<file path="src/rtl/pipe_hazard_ctrl.sv">
// pipe_hazard_ctrl: stall/flush scheduler for the 5-stage pipeline (load-use, branch redirect, DRAM wait + watchdog).
// Define PIPE_HAZARD_CTRL_PERF_EN to add saturating perf counters for mem stalls, branch flushes and load-use stalls.
module pipe_hazard_ctrl #(
    parameter int REG_W   = 5,
    parameter int TIMEOUT = 255,
    parameter int TO_W    = 8
) (
    input  logic             clk,
    input  logic             rst_n,
    input  logic [REG_W-1:0] id_rs1,
    input  logic [REG_W-1:0] id_rs2,
    input  logic             id_use_rs1,
    input  logic             id_use_rs2,
    input  logic [REG_W-1:0] ex_rd,
    input  logic             ex_is_load,
    input  logic             ex_branch_taken,
    input  logic             mem_access,
    input  logic             dram_ack,
    output logic             dram_req,
    output logic             stall_if,
    output logic             stall_id,
    output logic             stall_ex,
    output logic             stall_mem,
    output logic             flush_id,
    output logic             flush_ex,
    output logic             flush_wb,
    output logic             mem_err
`ifdef PIPE_HAZARD_CTRL_PERF_EN
    ,
    output logic [31:0]      perf_mem_stall,
    output logic [31:0]      perf_flush,
    output logic [31:0]      perf_lu_stall
`endif
);
    typedef enum logic [1:0] {RUN, MEM_WAIT, ERR} state_t;

    state_t          state_q, state_d;
    logic [TO_W-1:0] cnt_q, cnt_d;
    logic            lu_hit, mem_stall, br_flush, lu_stall, hold_all;

    always_comb begin
        lu_hit    = ex_is_load && (ex_rd != '0) &&
                    ((id_use_rs1 && id_rs1 == ex_rd) || (id_use_rs2 && id_rs2 == ex_rd));
        mem_stall = (state_q == RUN) && mem_access && !dram_ack;
        br_flush  = (state_q == RUN) && !mem_stall && ex_branch_taken;
        lu_stall  = (state_q == RUN) && !mem_stall && !ex_branch_taken && lu_hit;
        hold_all  = (state_q != RUN) || mem_stall;
        state_d   = state_q;
        cnt_d     = cnt_q;
        case (state_q)
            RUN: begin
                if (mem_stall) begin
                    state_d = MEM_WAIT;
                    cnt_d   = TO_W'(1);
                end
            end
            MEM_WAIT: begin
                if (dram_ack) begin
                    state_d = RUN;
                    cnt_d   = '0;
                end else if (cnt_q == TO_W'(TIMEOUT)) begin
                    state_d = ERR;
                end else if (cnt_q != '1) begin
                    cnt_d = cnt_q + TO_W'(1);
                end
            end
            default: ;
        endcase
    end

    always_ff @(posedge clk or negedge rst_n) begin
        if (!rst_n) begin
            state_q <= RUN;
            cnt_q   <= '0;
        end else begin
            state_q <= state_d;
            cnt_q   <= cnt_d;
        end
    end

    // Outputs are gated by rst_n so an in-flight request drops the moment reset asserts.
    assign dram_req  = rst_n && ((state_q == MEM_WAIT) || (state_q == RUN && mem_access));
    assign stall_if  = rst_n && (hold_all || lu_stall);
    assign stall_id  = rst_n && (hold_all || lu_stall);
    assign stall_ex  = rst_n && hold_all;
    assign stall_mem = rst_n && hold_all;
    assign flush_id  = rst_n && br_flush;
    assign flush_ex  = rst_n && (br_flush || lu_stall);
    assign flush_wb  = rst_n && hold_all;
    assign mem_err   = rst_n && (state_q == ERR);

`ifdef PIPE_HAZARD_CTRL_PERF_EN
    logic [31:0] perf_mem_stall_q, perf_mem_stall_d;
    logic [31:0] perf_flush_q, perf_flush_d;
    logic [31:0] perf_lu_stall_q, perf_lu_stall_d;

    always_comb begin
        perf_mem_stall_d = perf_mem_stall_q + 32'(hold_all && perf_mem_stall_q != '1);
        perf_flush_d     = perf_flush_q + 32'(br_flush && perf_flush_q != '1);
        perf_lu_stall_d  = perf_lu_stall_q + 32'(lu_stall && perf_lu_stall_q != '1);
    end

    always_ff @(posedge clk or negedge rst_n) begin
        if (!rst_n) begin
            perf_mem_stall_q <= '0;
            perf_flush_q     <= '0;
            perf_lu_stall_q  <= '0;
        end else begin
            perf_mem_stall_q <= perf_mem_stall_d;
            perf_flush_q     <= perf_flush_d;
            perf_lu_stall_q  <= perf_lu_stall_d;
        end
    end

    assign perf_mem_stall = perf_mem_stall_q;
    assign perf_flush     = perf_flush_q;
    assign perf_lu_stall  = perf_lu_stall_q;
`endif
endmodule

</file>
<file path="config.mk">
export PLATFORM = sky130hd
export DESIGN_NAME = pipe_hazard_ctrl
export DESIGN_NICKNAME = d
export VERILOG_FILES = /design/src/rtl/pipe_hazard_ctrl.sv
export SDC_FILE = /design/constraint.sdc
export NUM_CORES = 1
export LEC_CHECK = 0
export ABC_AREA = 1
export BUFFER_PORTS_ARGS = -buffer_cell sky130_fd_sc_hd__clkbuf_2
export CORE_UTILIZATION = 38
export DETAILED_ROUTE_END_ITERATION = 12
export MAX_ROUTING_LAYER = met4
export PLACE_DENSITY = 0.65
export SLEW_MARGIN = 20
export SYNTH_ARGS = -nofsm -noshare
export SYNTH_HDL_FRONTEND = slang
export SYNTH_SLANG_ARGS = --single-unit
</file>
<file path="constraint.sdc">
create_clock -name clk -period 2.2 [get_ports clk]
set_input_delay 0.11 -clock clk [delete_from_list [all_inputs] [get_ports clk]]
set_output_delay 0.11 -clock clk [all_outputs]
set_load 0.05 [all_outputs]
</file>
======== Word level (Yosys, flattened, before mapping) ========
Index checks and enable logic that the tools add are counted.
operators by class
  add/sub/neg operators ................... 1
  equality and inequality tests ........... 10
  mux-type cells .......................... 9
  reduce and logical (&&, ||, !) cells .... 30
operator list
  operator                                                          number
  8-bit two-way mux                                                 4
  1-bit logical AND                                                 16
  8-bit one-hot mux with 2 select lines                             1
  5-bit == test                                                     2
  3-bit inequality test (second input constant)                     3
  8-bit by 1-bit adder with 8-bit output (second input constant)    1
  8-bit == test (second input constant)                             1
  8-bit inequality test (second input constant)                     1
  2-bit two-way mux                                                 3
  1-bit logical OR                                                  5
  5-bit nonzero test                                                1
  2-bit one-hot mux with 2 select lines                             1
  4-bit AND reduction                                               1
  2-bit nonzero test                                                2
  1-bit zero test                                                   3
  3-bit AND reduction                                               1
  2-bit by 1-bit == test with 1-bit output (second input constant)  1
  2-bit == test (second input constant)                             1
  2-bit zero test                                                   1
  2-bit inequality test (second input constant)                     1
word-level totals
  register bits ........................... 10
  bits of input ports ..................... 23
  output and inout bits ................... 9
  logic and storage cells ................. 52

======== Depth between registers and ports, before layout ========
  depth after elaboration ................. 9
  mapped depth ............................ 9
  gate-level depth less buffers ........... 8

======== Worst setup path before layout ========
Ideal clock, no wire load.
  path kind ............................... register to output
  start ................................... register state_q[0]
  end ..................................... output port dram_req
  data arrival time ....................... 1.593 ns
  data required time ...................... 2.090 ns
  path slack .............................. 0.497 ns
  cell stages (with the launch flop) ...... 3
  buffers on the path ..................... 0
  path through ............................ dfrtp_1 -> inv_1 -> a211oi_1
between the ends
  longest elaborated chain between the ends .. 4
  elaborated cells between the ends (all ways) .. 5
  classes of those cells .................. eq/ne: 1; reduce/logical: 4
ends and longest elaborated chain
  element                 line  text
  from (decl)             37    state_t state_q, state_d;
  from (signal assigned)  76    state_q <= state_d;
  2-bit zero test         82    assign dram_req = rst_n && ((state_q == MEM_WAIT) || (state_q == RUN && mem_access));
  1-bit logical AND       82
  1-bit logical OR (*)    82
  1-bit logical AND (*)   82
  to (decl)               19    output logic dram_req,
Mark *: on every way between the ends. The rest lies on a longest branch, timed or not.

======== Worst setup path after layout ========
  start ................................... register state_q[0]
  end ..................................... output port stall_if
between the ends
  longest elaborated chain between the ends .. 9
  elaborated cells between the ends (all ways) .. 11
  classes of those cells .................. reduce/logical: 11
ends and longest elaborated chain
  element                          line    text
  2-bit zero test                  44, 46
  1-bit logical AND (2 in series)  44      mem_stall = (state_q == RUN) && mem_access && !dram_ack;
  1-bit zero test                  46      lu_stall = (state_q == RUN) && !mem_stall && !ex_branch_taken && lu_hit;
  1-bit logical AND (3 in series)  46
  1-bit logical OR (*)             83      assign stall_if = rst_n && (hold_all || lu_stall);
  1-bit logical AND (*)            83
  to (decl)                        20      output logic stall_if,
Marked as above.

==> impl_metrics.env <==
export IMPL_drt_first_iter_violations=27
export IMPL_worstReg2RegStart="cnt_q[0]"
export IMPL_synth_area_leaders="dfrtp_1 28%, nand2_1 25%, inv_1 11%"
export IMPL_top_usage_layer="met2"
export IMPL_p_per_area_nw_per_um2=361.7
export IMPL_hpwl_mm=1.516
export IMPL_drive_above_1_share_pct=23.78
export IMPL_ys_ff_latch=10
export IMPL_worst_pin_slew_ps=322.0
export IMPL_die_area_um2=2556
export IMPL_grt_use_met1_pct=23.16
export IMPL_clockRootBuffer="clkbuf_4"
export IMPL_yosys_top_cells_count="60 x nand2_1, 27 x inv_1, 15 x nor2_1, 12 x nand3_1, 10 x dfrtp_1"
export IMPL_track_usage_pct=17.88
export IMPL_cts_tree="built"
export IMPL_grt_met3_usage_pct=4.545
export IMPL_syn_nets=177
export IMPL_area_growth_syn_to_layout_pct=22.35
export IMPL_met2_usage_pct=28.00
export IMPL_vias=957
export IMPL_hold_path_class="in2reg"
export IMPL_synth_top_area_share_pct=27.93
export IMPL_antenna_found_initial=0
export IMPL_grt_overflow=0
export IMPL_cp_max_fo=4
export IMPL_critPathLaunchType="register"
export IMPL_cts_resized=0
export IMPL_startpoint="state_q[0]"
export IMPL_slew_headroom_pct=78.53
export IMPL_first_pass_iters=4
export IMPL_ys_flop_type="dfrtp_1"
export IMPL_drc=0
export IMPL_clkSinkCount=10
export IMPL_fin_setup_tns_ps=0
export IMPL_die_h_um=50.56
export IMPL_period_needed_ps=1750
export IMPL_synth_area_leader_cell="dfrtp_1"
export IMPL_grt_pass1_vias=850
export IMPL_status="finished, final reports clean"
export IMPL_htreeDepth=1
export IMPL_setup_viol=0
export IMPL_cp_endpoint="stall_if"
export IMPL_wl_mm=1.924
export IMPL_worstSetupEndpointType="output pin"
export IMPL_cts_inserted_buffers=3
export IMPL_ff2ff_path_depth=6
export IMPL_min_delay_path_depth=3
export IMPL_ant_nets=0
export IMPL_fp_coreArea_um2=2212
export IMPL_clkTransAtPathRegs_ps=70
export IMPL_synth_edf_count=0
export IMPL_synthDistinctLibCells=21
export IMPL_fillers=225
export IMPL_place_area_um2=1064
export IMPL_worstSkewPairLatency_ps=270
export IMPL_async_flop_share_pct=100.0
export IMPL_clockBufferDepth=2
export IMPL_synth_area_per_cell_um2=5.855
export IMPL_fmax_mhz=571.6
export IMPL_rows=17
export IMPL_fin_crit_sh_pct=79.53
export IMPL_grt_start_max_net_pins=15
export IMPL_worst_r2r_setup_slack_ps=840
export IMPL_required_ps=2090
export IMPL_irDropWorstVdd_uv=203.5
export IMPL_grt_pass1_wl_mm=3.387
export IMPL_ios=32
export IMPL_yosysMostFrequentCell="nand2_1"
export IMPL_viasPerCell=4.493
export IMPL_initial_core_util_pct=40.50
export IMPL_synth_seq_area_share_pct=27.93
export IMPL_finalHoldViolations=0
export IMPL_portBuffers=31
export IMPL_power_leakage_uw=0.0006770
export IMPL_diodes=0
export IMPL_synth_cells=153
export IMPL_setup_worst_path_class="reg2out"
export IMPL_yosys_warnings=0
export IMPL_r2r_end="cnt_q[4]"
export IMPL_maxCapViolations=0
export IMPL_synth_area_um2=895.9
export IMPL_fin_skew_ps=9.686
export IMPL_cp_data_arrival_time_ps=1640
export IMPL_grt_setup_unrepaired="no"
export IMPL_final_nets=211
export IMPL_stdcell_area_um2=1096
export IMPL_slew_violations=0
export IMPL_place_congestion=0.7818
export IMPL_die_w_um=50.56
export IMPL_wl_per_cell_um=9.033
export IMPL_total_power_uw=396.5
-- repair_timing --
| action | in CTS | in global routing |
|---|---|---|
| hold buffers | 1 | 0 |
| setup buffers | 0 | 0 |
| endpoints found under the hold margin | 10 | 0 |
-- layer usage --
metal | vias to the layer above | share of wire, %
met5 | - | 0
met4 | 0 | 0.47
met3 | 2 | 5.7
met2 | 28 | 43
met1 | 393 | 51
li1 | 534 | -
-- final cells by class --
class | instances | area (µm²) | area share, %
multi-input cells | 111 | 514.2 | 46.92
flip-flops and latches | 10 | 250.2 | 22.83
repair buffers | 32 | 165.2 | 15.07
inverters | 29 | 108.9 | 9.931
well taps | 28 | 35.03 | 3.196
clock buffers | 3 | 22.52 | 2.055
-- cells by family after synthesis --
family | synth area share [%]
flops | 27.93
compound gates | 5.029
buf+inv | 14.67
simple gates | 50.98
fa+ha+maj | 1.396
-- metrics by stage --
| step | instances | hold WS [ps] | setup slack [ps] | util, % |
|---|---|---|---|---|
| after floorplan | 153 | -185.6 | 497.4 | - |
| after global placement | 209 | 16.28 | 816.1 | 48.08 |
| after detailed placement | 209 | 18.42 | 754.2 | 48.08 |
| after CTS | 213 | 159.0 | 456.7 | 49.55 |
| after global routing | 213 | 173.8 | 299.1 | 49.55 |
| final | 213 | 156.2 | 450.4 | 49.55 |
-- worst max-delay path, cell delays in order, from the launching register on --
cell and delay [ps]:
dfrtp_1 420, nor2_1 150, o21ai_0 130, inv_1 90, nand2_1 50, nor2_1 110, nand2_1 80, nand2_1 70
clkbuf_2 270
-- power breakdown --
part           total [µW]  switching, µW  leakage [µW]  internal [µW]
Sequential            186           1.18      0.000127            185
Combinational        88.1           56.6      0.000536           31.5
Clock                 122           59.4     0.0000138           63.0
Total                 396            117      0.000677            279
-- state kept, by name (all words and copies together) (netlist names) --
| signal | flops |
|---|---|
| cnt_q | 8 |
| state_q | 2 |
-- worst min-delay path by stage --
stage,start,end,slack [ps]
floorplan,rst_n,cnt_q[0],-190
global placement,rst_n,state_q[1],20
detailed placement,rst_n,state_q[0],20
CTS,mem_access,state_q[0],160
global route,mem_access,state_q[0],170
finish,mem_access,state_q[0],160
-- placed cells by master (no fill, tap or decap) --
| cell type | synthesis | routed |
|---|---|---|
| nand2_4 | 1 | 1 |
| dfrtp_1 | 10 | 10 |
| dlygate4sd3_1 | 0 | 1 |
| clkbuf_4 | 0 | 3 |
| nand4_1 | 5 | 5 |
| a22oi_1 | 1 | 1 |
| a211oi_1 | 1 | 1 |
| inv_1 | 27 | 27 |
| nand2_1 | 60 | 60 |
| nand3b_1 | 1 | 1 |
| o21ai_1 | 4 | 4 |
| nor2_1 | 15 | 15 |
| ha_1 | 1 | 1 |
| o21ai_0 | 2 | 2 |
| nand3_4 | 1 | 1 |
| inv_2 | 2 | 2 |
| nor3_1 | 1 | 1 |
| nand3_1 | 12 | 12 |
| or2_2 | 3 | 3 |
| nand2_2 | 1 | 1 |
| clkbuf_2 | 0 | 31 |
| nor2_2 | 1 | 1 |
| nor2_4 | 1 | 1 |
Power figures use the tool's default switching activity.
